$ cat config.mk
export PLATFORM = sky130hd
export DESIGN_NAME = s4_countdown_timer
export DESIGN_NICKNAME = d
export VERILOG_FILES = /design/src/rtl/s4_timer_pkg.sv /design/src/rtl/s4_down_counter.sv /design/src/rtl/s4_countdown_timer.sv
export SDC_FILE = /design/constraint.sdc
export NUM_CORES = 1
export LEC_CHECK = 0
export ABC_CLOCK_PERIOD_IN_PS = 4100
export BUFFER_PORTS_ARGS = -buffer_cell sky130_fd_sc_hd__buf_4
export CAP_MARGIN = 20
export CORE_MARGIN = 10
export CORE_UTILIZATION = 45
export CTS_CLUSTER_SIZE = 28
export DETAILED_ROUTE_END_ITERATION = 10
export PLACE_DENSITY = 0.79
export SYNTH_ARGS = -nofsm -noshare
export SYNTH_HDL_FRONTEND = slang
export SYNTH_SLANG_ARGS = --single-unit
$ cat constraint.sdc
create_clock -name clock -period 4.1 [get_ports clock]
set_input_delay 0.205 -clock clock [delete_from_list [all_inputs] [get_ports clock]]
set_output_delay 0.205 -clock clock [all_outputs]
set_load 0.05 [all_outputs]
$ cat src/rtl/s4_timer_pkg.sv
// Shared types for the S4 countdown timer.
// Holds the control FSM state encoding.
package s4_timer_pkg;

    localparam int STATE_W = 2;

    typedef enum logic [STATE_W-1:0] {
        IDLE = 2'd0,
        RUN  = 2'd1,
        DONE = 2'd2
    } timer_state_t;

endpackage

$ cat src/rtl/s4_down_counter.sv
// Loadable down-counter datapath for the S4 countdown timer.
// Ports: clock, reset (sync, active-high), load, load_value, dec_en,
//        q (current value), is_one (q == 1).
module s4_down_counter #(
    parameter int N = 32
) (
    input  logic         clock,
    input  logic         reset,
    input  logic         load,
    input  logic [N-1:0] load_value,
    input  logic         dec_en,
    output logic [N-1:0] q,
    output logic         is_one
);

    localparam logic [N-1:0] ONE = N'(1);

    always_ff @(posedge clock) begin
        if (reset) begin
            q <= '0;
        end else if (load) begin
            q <= load_value;
        end else if (dec_en && (q != '0)) begin
            // Saturate at zero so the count can never wrap.
            q <= q - ONE;
        end
    end

    assign is_one = (q == ONE);

endmodule

$ cat src/rtl/s4_countdown_timer.sv
// Loadable countdown timer: counts reload_value..1, then flags expiry.
// Ports: clock, reset (sync, active-high), start, stop, pause,
//        auto_reload, reload_value[N], ack; count[N], busy, done, expired.
module s4_countdown_timer
    import s4_timer_pkg::*;
#(
    parameter int N = 32
) (
    input  logic         clock,
    input  logic         reset,
    input  logic         start,
    input  logic         stop,
    input  logic         pause,
    input  logic         auto_reload,
    input  logic [N-1:0] reload_value,
    input  logic         ack,
    output logic [N-1:0] count,
    output logic         busy,
    output logic         done,
    output logic         expired
);

    timer_state_t state, state_n;

    logic         done_q, done_n;
    logic         exp_q, exp_n;
    logic         busy_q, busy_n;
    logic         load;
    logic [N-1:0] load_val;
    logic         dec_en;
    logic         is_one;
    logic         rv_zero;

    assign rv_zero = (reload_value == '0);

    s4_down_counter #(.N(N)) u_cnt (
        .clock      (clock),
        .reset      (reset),
        .load       (load),
        .load_value (load_val),
        .dec_en     (dec_en),
        .q          (count),
        .is_one     (is_one)
    );

    always_ff @(posedge clock) begin
        if (reset) begin
            state  <= IDLE;
            done_q <= 1'b0;
            exp_q  <= 1'b0;
            busy_q <= 1'b0;
        end else begin
            state  <= state_n;
            done_q <= done_n;
            exp_q  <= exp_n;
            busy_q <= busy_n;
        end
    end

    always_comb begin
        state_n  = state;
        done_n   = done_q;
        exp_n    = 1'b0;
        load     = 1'b0;
        load_val = '0;
        dec_en   = 1'b0;

        if (stop) begin
            state_n = IDLE;
            done_n  = 1'b0;
            load    = 1'b1;
        end else begin
            unique case (state)
                IDLE, DONE: begin
                    if (start) begin
                        // A zero start value expires at once
                        // instead of spinning in RUN.
                        load = 1'b1;
                        if (rv_zero) begin
                            state_n = DONE;
                            done_n  = 1'b1;
                            exp_n   = 1'b1;
                        end else begin
                            state_n  = RUN;
                            done_n   = 1'b0;
                            load_val = reload_value;
                        end
                    end else if (state == DONE && ack) begin
                        state_n = IDLE;
                        done_n  = 1'b0;
                    end
                end
                RUN: begin
                    if (!pause) begin
                        if (is_one) begin
                            exp_n = 1'b1;
                            load  = 1'b1;
                            if (auto_reload && !rv_zero) begin
                                load_val = reload_value;
                            end else begin
                                state_n = DONE;
                                done_n  = 1'b1;
                            end
                        end else begin
                            dec_en = 1'b1;
                        end
                    end
                end
                default: begin
                    state_n = IDLE;
                    done_n  = 1'b0;
                    load    = 1'b1;
                end
            endcase
        end

        busy_n = (state_n == RUN);
    end

    assign busy    = busy_q;
    assign done    = done_q;
    assign expired = exp_q;

endmodule
== Word level (Yosys, flattened, before mapping) ==
Cells that the tools add are included.
Word-level totals
  bits in writable memories: 0
  output and inout bits: 35
  logic and storage cells: 60
  ROM bits: 0
  memories: 0
  bits of input ports: 39
  register bits: 37
  latch bits: 0
Cells by class
  $add $sub $neg: 1
  shifts and indexed selects: 0
  bitwise gates (word level): 0
  eq/ne operators: 8
  magnitude comparators: 0
  div/mod/pow operators: 0
  multiplexer cells: 35
  $mul: 0
  reduce and logical (&&, ||, !) cells: 11
Operators with widths (number)
  $mux W32: 8
  $pmux W32 S2: 1
  $eq A32 B1 Y1 const B: 1
  $logic_not A32 Y1: 1
  $reduce_bool A32 Y1: 1
  $sub A32 B1 Y32 const B: 1
  $mux W1: 15
  $mux W2: 7
  $ne A2 B2 Y1 const B: 3
  $pmux W1 S2: 3
  $eq A2 B1 Y1 const B: 2
  $pmux W2 S2: 1
  $reduce_and A4 Y1: 1
  $reduce_or A2 Y1: 2
  $logic_and A1 B1 Y1: 3
  $ne A3 B3 Y1 const B: 1
  $eq A2 B2 Y1 const B: 1
  $logic_not A2 Y1: 1
  $reduce_bool A2 Y1: 1
  $logic_not A1 Y1: 1

== Longest topological paths before layout ==
Gate-level depths: netlist (run 1).
  depth in word-level cells: 9
  depth in mapped cells: 9
  gate-level depth less buffers: 8

== Hierarchy ==
A second synthesis (run 1) with hierarchy kept.
Second synthesis, totals
  cells, all modules: 347
  area, all modules: 2752.6 µm²
By module, submodules not included
  s4_down_counter: times used 1, area each 2112.0 µm², seq. area each 640.6 µm², cells an instance 264
  s4_countdown_timer: times used 1, area each 640.6 µm², seq. area each 100.1 µm², cells an instance 83

== Worst setup path before layout (run 1) ==
Ideal clock, no wire load.
  path kind: register to register
  from: register u_cnt.q[0]
  to: register u_cnt.q[30]
  buffers on the path: 0
  setup time: 144 ps
  data required time: 3956 ps
  stages on the path, launching flop included: 9
  period minus slack after synthesis: 2590 ps
  setup slack: 1510 ps
  arrival time: 2446 ps
  path through: dfxtp_1 inv_1 ha_1 nor3b_1 nand3_1 a211oi_1 nand4_1 a32oi_1 o31ai_1
Between the ends
  longest elaborated chain between the ends: 7
  elaborated cells between the ends (all ways): 19
  classes of those cells: add/sub: 1; eq/ne: 1; mux: 14; reduce/logical: 3
RTL lines
  start: declaration: RTL line s4_down_counter.sv:12  | output logic [N-1:0] q,
  start signal: assignment: RTL line s4_down_counter.sv:22  | q <= load_value;
  start signal: assignment: RTL line s4_down_counter.sv:25  | q <= q - ONE;
  branches (longest 7 deep; another with $sub A32 B1 Y32)
Parallel ways; which one is timed is not known. The select of a mux whose other input is x is not followed.
A chain may end at the register's enable or synchronous reset.

== Worst setup path in the final report (run 1) ==
  from: register u_cnt.q[9]
  to: register u_cnt.q[28]
The elaborated chain is that of the path after synthesis.

==> flow_summary.rst, run 1 <==
.. list-table::
   :header-rows: 1

   * - Metric
     - Value
   * - Die Area
     - 8980 sq um
   * - Cell with the largest stage delay on the worst path
     - or4_4
   * - Floorplan die width
     - 94.8 microns
   * - Type of the tightest min-delay check
     - input port to flip-flop
   * - Total number of vias
     - 2949
   * - CTS tree
     - built
   * - Maximum root-to-sink buffer count
     - 2
   * - Initial antenna violation count
     - 0
   * - Antenna Violating Nets Remaining
     - 0
   * - Share of the synthesized netlist area taken by xor and xnor gates
     - 3.13%
   * - Synthesized area per cell
     - 8.01 sq um
   * - Highest fanout seen on the critical path
     - 13
   * - Sequential area share after synthesis
     - 29.4%
   * - Average wire length per cell after detail routing
     - 19.2 microns
   * - Number of synthesized register bits
     - 37
   * - Status
     - finished, final reports clean
   * - Dominant combinational cell family by area after synthesis
     - simple AND/OR/NAND/NOR gates
   * - Required time worst endpoint
     - 4.32 ns
   * - Share of synthesized registers carrying an async set or reset
     - 0%
   * - Number of I/O pins
     - 74
   * - Clk_skew
     - 0.0103 ns
   * - Mux contribution to synthesized area
     - 0%
   * - DRT iter0 DRCs
     - 306
   * - Core area
     - 5470 sq um
   * - Max-cap violations
     - 0
   * - Worst Tran Pin Value
     - 0.986 ns
   * - Number of pins exceeding their max-slew limit in the final report
     - 0
   * - Count of TritonRoute iterations in the first routing pass
     - 5
   * - Setup TNS after final layout
     - 0 ns
   * - List of cells traversed by the critical path
     - nor4_4, nand4_4, or4_4, a21oi_2, a221oi_1, nor3_1
   * - Clock buffer count from CTS
     - 5
   * - VDD IR-drop max
     - 0.135 mV
   * - Net Count, Synth
     - 355
   * - Count of cell types in the netlist
     - 56
   * - Final-stage net count
     - 427
   * - Number of global-route vias before repair
     - 2821
   * - Tot Pwr
     - 0.00105 W
   * - Routed via count divided by cell count
     - 6.42
   * - Port Buffer Count
     - 73
   * - Leading cell type in the layout, fill and taps excluded
     - buf_4
   * - Hold-fix buffers, CTS
     - 0
   * - Row count
     - 27
   * - Total Wirelength
     - 8.80 mm
   * - Clock-pin slew reported for the worst setup and hold paths after clock tree synthesis
     - 0.08 ns
   * - RSZ-0062 raised after global routing
     - false
   * - Finished Core Util
     - 58.3%
   * - Cell area after synthesis
     - 2520 sq um
   * - Detailed placer's ending HPWL
     - 6.57 mm
   * - Number of enable flip-flop cells after synthesis
     - 0
   * - CTS H-Tree Depth
     - 2
   * - Post-route DRC
     - 0
   * - Global-route wire length before repair
     - 13.8 mm
   * - Max_slew headroom
     - 33.8%
   * - Clock tree root driver cell
     - clkbuf_8
   * - Portion of the clock cycle consumed by the worst path in the final layout
     - 72.0%
   * - Syn. warnings
     - 0
   * - Top FF cell, synth
     - dfxtp_1
   * - Arithmetic-cell share of the synthesized area counting full adders, half adders and majority gates
     - 0.995%
   * - Final Hold Violating Endpoints
     - 0
   * - Setup repair bufs after CTS
     - 0
   * - Critical path start-end classification
     - flip-flop to flip-flop
   * - Compound-Gate Fraction of Synth Area
     - 24.7%
   * - Minimum period implied by the final worst setup slack
     - 2.95 ns
   * - Leakage
     - 1.25 nW
   * - Arrival time worst endpoint
     - 3.17 ns
   * - Final estimated routing congestion in global placement
     - 0.889
   * - Clk_lat worst skew
     - 0.30 ns
   * - Area Overhead vs Synth
     - 26.7%
   * - GRT overflow
     - 0
   * - Number of diodes added for antenna fixing
     - 0
   * - CTS sink cnt
     - 37
   * - Cell count after synthesis
     - 314
   * - Achievable frequency
     - 0.339 GHz
   * - Total track usage
     - 19.0%
   * - Type of origin of the critical path
     - flip-flop
   * - Largest incremental delay on the critical path
     - 0.64 ns
   * - Top library cells by usage in the layout, fill and taps aside
     - buf_4 (80), nand2_1 (40), dfxtp_1 (37)
   * - Effective utilization at floorplan
     - 46.0%
   * - CTS resizes
     - 0
   * - Die Ht
     - 94.8 microns
   * - Share of synthesized cell area in and, or, nand and nor gates
     - 37.2%
   * - Cell area power density
     - 329 nW/um^2
   * - Largest net degree at the start of global routing
     - 19
   * - Fraction of final layout cells sized beyond drive strength 1
     - 28.4%
   * - Type of destination of the critical path
     - flip-flop
   * - Setup Viol. Count Final
     - 0
through the flow:
stage,setup slack (ns),hold slack [ns],area (sq um),instances
final,1.15,0.109,3190,459
after global placement,1.25,0.400,3110,451
after floorplan,1.51,0.304,2520,314
after CTS,1.21,0.114,3190,459
after global routing,1.03,0.116,3190,459
after detailed placement,1.22,0.423,3110,451
flip-flops by register name (all words and copies together), names as in the netlist:
register,flops
expired,1
u_cnt.q,32
busy,1
state,2
done,1
cells by family (layout without fill, tap and decap cells):
family,count (synthesis),after routing
buffers and inverters,18,91
adder cells (fa/ha/maj),2,2
AO/OA/AOI/OAI,78,78
XOR/XNOR,9,9
AND/OR/NAND/NOR,170,170
flip-flops,37,37
critical path: cells and delay by family (launching register included):
family,cells,cell delay [ns]
DFF,1,0.40
and+or+nand+nor,4,1.62
AOI/OAI and AO/OA,2,0.85
path summary, 6_finish.rpt:
| kind | from | endpoint | slack [ns] | cells past startpoint |
|---|---|---|---|---|
| min | reload_value[2] | u_cnt.q[2] | 0.11 | 3 |
| max | u_cnt.q[9] | u_cnt.q[28] | 1.15 | 6 |
| min reg2reg | done | done | 0.54 | 2 |
| max reg2reg | u_cnt.q[9] | u_cnt.q[28] | 1.15 | 6 |
final cells by class:
type / instances / area, sq um
sequential: 37 / 741
clock buffer: 6 / 72.6
timing repair buffer: 80 / 601
tap: 72 / 90.1
fill: 523 / 2280
clock inverter: 2 / 10.0
multi-input combinational: 259 / 1660
inverter: 3 / 11.3
cells in the mapped netlist (3+ instances only):
library cell  instances  area, sq um
a211oi_1              4         30.0
a211oi_2              5         62.6
a21oi_1               9         45.0
a221oi_1              6         52.6
a22oi_1               4         30.0
a31oi_1               4         25.0
a32oi_1               6         52.6
buf_6                 5         56.3
clkbuf_1              8         30.0
dfxtp_1              37          741
inv_1                 3         11.3
nand2_1              40          150
nand2b_1              3         18.8
nand3_1              16         80.1
nand4_1               9         56.3
nand4b_1              4         35.0
nor2_1               36          135
nor2b_1               3         18.8
nor3_1               17         85.1
nor4_1               18          113
nor4_4                3         63.8
o211ai_1             11         82.6
o21ai_0              11         55.1
o31ai_1               5         37.5
or3_1                 3         18.8
xor2_1                7         61.3
power breakdown:
| part | leakage (nW) | switching [W] | internal (W) | total (W) |
|---|---|---|---|---|
| logic | 0.899 | 0.000244 | 0.000137 | 0.000380 |
| clock network | 0.0450 | 0.000140 | 0.000118 | 0.000258 |
| registers | 0.303 | 0.0000328 | 0.000379 | 0.000412 |
metal layers:
layer | part of all wire (%) | wire length [microns] | GRT usage, %
met4 | 2.2 | 196 | 5.86
met5 | 0 | 0 | 0
met1 | 40 | 3560 | 23.5
met3 | 12 | 1010 | 5.23
met2 | 46 | 4030 | 31.2
No activity file was read; power rests on OpenSTA's default activity.
==> run 2: changes to the inputs <==
- ABC_CLOCK_PERIOD_IN_PS: 4100 -> 2700
- PLACE_DENSITY: 0.79 -> 0.82
- clock period: 4.1 -> 2.7 ns (I/O delays scaled with it)
==> run 2 against run 1 <==
Effect of this change: utilization rose by 4.1 points; non-clock buffer count increased by 20; critical path type unchanged; design area rose by 7.0%; clock skew grew 0.0011 ns; power rose by 76%; count of clock-buffer cells in the layout fell by 1; global-route usage grew 1.8 points; highest routed layer unchanged; routed wire length grew 9.2%.
==> flow_summary.rst, run 2 (synthesis gave the netlist of run 1 again) <==
.. list-table::
   :header-rows: 1

   * - Metric
     - Value
   * - Required time worst endpoint
     - 2.88 ns (was 4.32 ns)
   * - Fraction of final layout cells sized beyond drive strength 1
     - 32.9% (was 28.4%)
   * - Number of I/O pins
     - 74 (unchanged)
   * - Port Buffer Count
     - 73 (unchanged)
   * - Filler cell count
     - 501 (was 523)
   * - Number of diodes added for antenna fixing
     - 0 (unchanged)
   * - Top library cells by usage in the layout, fill and taps aside
     - buf_4 (100), nand2_1 (40), dfxtp_1 (37) (was buf_4 (80), nand2_1 (40), dfxtp_1 (37))
   * - Terminus of the critical flop-to-flop path
     - u_cnt.q[20] (was u_cnt.q[28])
   * - Type of the tightest min-delay check
     - input port to flip-flop (unchanged)
   * - Row count
     - 27 (unchanged)
   * - Initial antenna violation count
     - 0 (unchanged)
   * - Effective utilization at floorplan
     - 46.0% (unchanged)
   * - Leading cell type in the layout, fill and taps excluded
     - buf_4 (unchanged)
   * - GRT overflow
     - 0 (unchanged)
   * - Leakage
     - 1.38 nW (was 1.25 nW)
   * - Final-stage net count
     - 447 (was 427)
   * - Antenna Violating Nets Remaining
     - 0 (unchanged)
   * - Die Area
     - 8980 sq um (unchanged)
   * - Post-route DRC
     - 0 (unchanged)
   * - RSZ-0062 raised after global routing
     - true (was false)
   * - Routed via count divided by cell count
     - 6.45 (was 6.42)
   * - Highest fanout seen on the critical path
     - 10 (was 13)
   * - Internal reg-to-reg setup slack
     - 0.06 ns (was 1.15 ns)
   * - Max-cap violations
     - 0 (unchanged)
   * - CTS H-Tree Depth
     - 2 (unchanged)
   * - Cell area power density
     - 542 nW/um^2 (was 329 nW/um^2)
   * - Max_slew headroom
     - 51.4% (was 33.8%)
   * - Minimum period implied by the final worst setup slack
     - 2.64 ns (was 2.95 ns)
   * - Setup TNS after final layout
     - 0 ns (unchanged)
   * - Worst Setup SP
     - u_cnt.q[10] (was u_cnt.q[9])
   * - VDD IR-drop max
     - 0.309 mV (was 0.135 mV)
   * - DRT iter0 DRCs
     - 302 (was 306)
   * - Clock-pin slew reported for the worst setup and hold paths after clock tree synthesis
     - 0.08 ns (about the same)
   * - Global-route wire length before repair
     - 15.0 mm (was 13.8 mm)
   * - Type of destination of the critical path
     - flip-flop (unchanged)
   * - Total Wirelength
     - 9.61 mm (was 8.80 mm)
   * - Cell depth of the worst min-delay path
     - 3 (unchanged)
   * - Placed insts
     - 470 (was 451)
   * - Clk_lat worst skew
     - 0.31 ns (was 0.30 ns)
   * - Number of pins exceeding their max-slew limit in the final report
     - 0 (unchanged)
   * - Achievable frequency
     - 0.379 GHz (was 0.339 GHz)
   * - CP Capture Point
     - u_cnt.q[20] (was u_cnt.q[28])
   * - Critical path start-end classification
     - flip-flop to flip-flop (unchanged)
   * - Clk_skew
     - 0.0114 ns (was 0.0103 ns)
   * - Die Ht
     - 94.8 microns (unchanged)
   * - Final Hold Violating Endpoints
     - 0 (unchanged)
   * - Area Overhead vs Synth
     - 35.6% (was 26.7%)
   * - Total track usage
     - 20.8% (was 19.0%)
   * - Flip-flop count of the largest register, all copies and words added
     - 32 (unchanged)
   * - Final estimated routing congestion in global placement
     - 0.955 (was 0.889)
   * - Core area
     - 5470 sq um (unchanged)
   * - Number of global-route vias before repair
     - 3050 (was 2821)
   * - Hold-fix buffers, CTS
     - 0 (unchanged)
   * - Count of TritonRoute iterations in the first routing pass
     - 5 (unchanged)
   * - Status
     - finished, final reports clean (unchanged)
   * - Detailed placer's ending HPWL
     - 7.18 mm (was 6.57 mm)
   * - Portion of the clock cycle consumed by the worst path in the final layout
     - 97.7% (was 72.0%)
   * - Clock buffer count from CTS
     - 5 (unchanged)
   * - CTS sink cnt
     - 37 (unchanged)
   * - Clock tree root driver cell
     - clkbuf_8 (unchanged)
   * - Reg-to-Reg Start
     - u_cnt.q[10] (was u_cnt.q[9])
   * - Total number of vias
     - 3090 (was 2949)
   * - Arrival time worst endpoint
     - 2.82 ns (was 3.17 ns)
   * - Floorplan die width
     - 94.8 microns (unchanged)
   * - Largest registers
     - u_cnt.q: 32 flops, state: 2 flops (unchanged)
   * - Tot Pwr
     - 0.00185 W (was 0.00105 W)
   * - Reg2reg path depth
     - 7 (was 6)
   * - CTS tree
     - built (unchanged)
   * - Type of origin of the critical path
     - flip-flop (unchanged)
   * - Largest net degree at the start of global routing
     - 19 (unchanged)
   * - Maximum root-to-sink buffer count
     - 2 (unchanged)
   * - Worst Tran Pin Value
     - 0.723 ns (was 0.986 ns)
   * - Largest reg by FF count
     - u_cnt.q (unchanged)
   * - Average wire length per cell after detail routing
     - 20.1 microns (was 19.2 microns)
   * - Post-Layout Cell Count
     - 479 (was 459)
   * - Setup Viol. Count Final
     - 0 (unchanged)
[run 2: per-stage QoR]
stage          setup WS [ns]  hold WS, ns  cell area [sq um]  util [%]
2_1_floorplan          0.110        0.234               2520         -
3_3_place_gp           0.234        0.341               3250      59.4
3_5_place_dp           0.113        0.344               3250      59.4
4_1_cts               0.0874       0.0293               3380      61.8
5_1_grt              -0.0633       0.0299               3410      62.3
6_report              0.0618       0.0301               3410      62.3
[run 2: power by group]
part / internal (W) / total (W) / switching, W
Clock: 0.000367 / 0.000589 / 0.000222
Combinational: 0.000240 / 0.000634 / 0.000394
Sequential: 0.000575 / 0.000625 / 0.0000494
Total: 0.00118 / 0.00185 / 0.000665
[run 2: worst min-delay path by stage]
stage / endpoint / from
after CTS: u_cnt.q[21] / reload_value[21]
after global routing: u_cnt.q[21] / reload_value[21]
after detailed placement: u_cnt.q[2] / reload_value[2]
final: u_cnt.q[21] / reload_value[21]
after global placement: u_cnt.q[2] / reload_value[2]
after floorplan: u_cnt.q[2] / reload_value[2]
[run 2: layer usage]
metal / share of wire [%] / GRT usage, % / up-vias
met2: 46 / 33.6 / 209
met4: 4.6 / 11.5 / 0
met3: 12 / 7.14 / 55
met5: 0 / 0 / -
met1: 37 / 23.4 / 1431
li1: - / - / 1395
[run 2: cell type report]
class,instances,area [sq um],share of cell area (%)
clock buffer,5,68.8,2.02
clock inverter,3,65.1,1.91
inverter,3,11.3,0.330
multi-input combinational,259,1690,49.4
sequential,37,741,21.7
tap,72,90.1,2.64
timing repair buffer,100,751,22.0
[run 2: repair_timing]
item,4_1_cts,5_1_grt
resized for setup,0,4
setup endpoints to repair,0,20
buffers inserted,0,1
[run 2: worst max-delay path, stage by stage (launching register included)]
cell and delay, ns:
dfxtp_1 0.39, nor4_4 0.42, nand4_4 0.25, o41ai_2 0.67, nand2_1 0.34, buf_4 0.24
nor2_1 0.13, a311oi_2 0.07
==> run 3: changes to the inputs <==
- CORE_UTILIZATION: 45 -> 40
- PLACE_DENSITY: 0.82 -> 0.75
==> run 3 against run 2 <==
Effect of this change: combinational power about the same; register-to-register slack better by 0.09 ns; clock power is 33% lower; sequential power hardly changed; global-route usage is 2.2 points lower; critical path type unchanged; largest cell class unchanged.
==> flow_summary.rst, run 3 (synthesis gave the netlist of run 1 again) <==
.. list-table::
   :header-rows: 1

   * - Metric
     - Value
   * - Met2 Resource Use GR
     - 30.1% (was 33.6%)
   * - Floorplan die width
     - 99.3 microns (was 94.8 microns)
   * - DRT iter0 DRCs
     - 253 (was 302)
   * - Initial antenna violation count
     - 0 (unchanged)
   * - Global-route wire length before repair
     - 15.2 mm (was 15.0 mm)
   * - Count of TritonRoute iterations in the first routing pass
     - 7 (was 5)
   * - Number of I/O pins
     - 74 (unchanged)
   * - Effective utilization at floorplan
     - 41.8% (was 46.0%)
   * - Setup Viol. Count Final
     - 0 (unchanged)
   * - Type of destination of the critical path
     - flip-flop (unchanged)
   * - Detailed placer's ending HPWL
     - 7.38 mm (was 7.18 mm)
   * - Gr busiest metal
     - met2 (unchanged)
   * - Met3 usage
     - 5.67% (was 7.14%)
   * - Fraction of final layout cells sized beyond drive strength 1
     - 32.5% (was 32.9%)
   * - Routed via count divided by cell count
     - 6.30 (was 6.45)
   * - Leading cell type in the layout, fill and taps excluded
     - buf_4 (unchanged)
   * - Final Hold Violating Endpoints
     - 0 (unchanged)
   * - Minimum period implied by the final worst setup slack
     - 2.54 ns (was 2.64 ns)
   * - Highest fanout seen on the critical path
     - 6 (was 10)
   * - Status
     - finished, final reports clean (unchanged)
   * - Maximum root-to-sink buffer count
     - 2 (unchanged)
   * - Antenna Violating Nets Remaining
     - 0 (unchanged)
   * - Portion of the clock cycle consumed by the worst path in the final layout
     - 94.2% (was 97.7%)
   * - Die Ht
     - 99.3 microns (was 94.8 microns)
   * - Number of diodes added for antenna fixing
     - 0 (unchanged)
   * - Largest net degree at the start of global routing
     - 19 (unchanged)
   * - RSZ-0062 raised after global routing
     - false (was true)
   * - Top library cells by usage in the layout, fill and taps aside
     - buf_4 (101), nand2_1 (40), dfxtp_1 (37) (was buf_4 (100), nand2_1 (40), dfxtp_1 (37))
   * - Core area
     - 6030 sq um (was 5470 sq um)
   * - Clk_skew
     - 0.00536 ns (was 0.0114 ns)
   * - Area Overhead vs Synth
     - 34.4% (was 35.6%)
   * - Instance area after placement
     - 3280 sq um (was 3250 sq um)
   * - Flip-flop count of the largest register, all copies and words added
     - 32 (unchanged)
   * - Total number of vias
     - 3049 (was 3090)
   * - Required time worst endpoint
     - 2.92 ns (was 2.88 ns)
   * - Largest registers
     - u_cnt.q: 32 flops, state: 2 flops (unchanged)
   * - Number of global-route vias before repair
     - 2915 (was 3050)
   * - Total Wirelength
     - 9.58 mm (was 9.61 mm)
   * - Type of the tightest min-delay check
     - input port to flip-flop (unchanged)
   * - Final estimated routing congestion in global placement
     - 0.957 (was 0.955)
   * - Post-route DRC
     - 0 (unchanged)
   * - Largest reg by FF count
     - u_cnt.q (unchanged)
   * - Final-stage net count
     - 449 (was 447)
   * - Row count
     - 28 (was 27)
   * - Achievable frequency
     - 0.393 GHz (was 0.379 GHz)
   * - Arrival time worst endpoint
     - 2.77 ns (was 2.82 ns)
   * - Footprint of the multi-input gates
     - 1670 sq um (was 1690 sq um)
   * - Max_slew headroom
     - 62.1% (was 51.4%)
   * - CTS H-Tree Depth
     - 2 (unchanged)
   * - Hold-fix buffers, CTS
     - 0 (unchanged)
   * - Clock tree root driver cell
     - clkbuf_8 (unchanged)
   * - Die Area
     - 9860 sq um (was 8980 sq um)
   * - Total track usage
     - 18.6% (was 20.8%)
   * - Clock-pin slew reported for the worst setup and hold paths after clock tree synthesis
     - 0.08 ns (about the same)
   * - Number of pins exceeding their max-slew limit in the final report
     - 0 (unchanged)
   * - Clock buffer count from CTS
     - 5 (unchanged)
   * - VDD IR-drop max
     - 0.229 mV (was 0.309 mV)
   * - CTS sink cnt
     - 37 (unchanged)
   * - Met1 GRT Util
     - 23.3% (was 23.4%)
   * - Worst Tran Pin Value
     - 0.566 ns (was 0.723 ns)
   * - Port Buffer Count
     - 73 (unchanged)
   * - Sequential cell area
     - 741 sq um (unchanged)
   * - Critical path start-end classification
     - flip-flop to flip-flop (unchanged)
   * - Finished Core Util
     - 56.1% (was 62.3%)
   * - Type of origin of the critical path
     - flip-flop (unchanged)
   * - Clk_lat worst skew
     - 0.30 ns (was 0.31 ns)
   * - Final Cell Area
     - 3380 sq um (was 3410 sq um)
   * - Average wire length per cell after detail routing
     - 19.8 microns (was 20.1 microns)
   * - Leakage
     - 1.36 nW (was 1.38 nW)
   * - GRT overflow
     - 0 (unchanged)
   * - Filler cell count
     - 603 (was 501)
   * - Setup TNS after final layout
     - 0 ns (unchanged)
   * - Max-cap violations
     - 0 (unchanged)
   * - CTS tree
     - built (unchanged)
   * - Cell area power density
     - 489 nW/um^2 (was 542 nW/um^2)
==> run 3: per-stage QoR <==
step	setup slack [ns]	std cells	hold slack (ns)	power, W
final	0.156	484	0.0356	0.00165
after global routing	0.0123	484	0.0586	0.00173
after CTS	0.0990	483	0.0370	0.00164
after detailed placement	0.104	475	0.343	0.00125
after global placement	0.252	475	0.333	0.00124
after floorplan	0.110	314	0.234	0.00103
==> run 3: path summary, 6_finish.rpt <==
check,from,endpoint,slack (ns),depth (start not counted)
max,u_cnt.q[28],u_cnt.q[29],0.16,7
min,reload_value[2],u_cnt.q[2],0.04,3
max reg2reg,u_cnt.q[28],u_cnt.q[29],0.16,7
min reg2reg,done,done,0.54,2
==> run 3: routing by layer <==
| metal | part of all wire (%) | vias to the layer above |
|---|---|---|
| met5 | 0 | - |
| met4 | 0.98 | 0 |
| met3 | 11 | 12 |
| met2 | 47 | 205 |
| met1 | 41 | 1429 |
| li1 | - | 1403 |
==> run 3: where the power goes <==
group          internal [W]  total [W]  leakage [nW]  switching, W
clock              0.000178   0.000395        0.0439      0.000217
combinational      0.000241   0.000636          1.02      0.000395
sequential         0.000575   0.000624         0.303     0.0000482
==> run 3: worst max-delay path: stages (launching register included) <==
cell and delay (ns):
dfxtp_1 0.36, nor4_1 0.36, nand4_1 0.28, or4_4 0.62, a21oi_2 0.33, buf_4 0.22
a221oi_1 0.09, nor3_1 0.20
==> run 3: cell type report <==
cell class                 count  area share, %
clock inverter                 3          0.518
inverter                       3          0.333
tap                           75           2.77
multi-input combinational    259           49.4
clock buffer                   5           2.03
sequential                    37           21.9
timing repair buffer         102           23.0
==> run 3: timing repair <==
action | CTS | global route
resized for setup | 0 | 1
setup endpoints to repair | 0 | 8
buffers inserted | 0 | 1
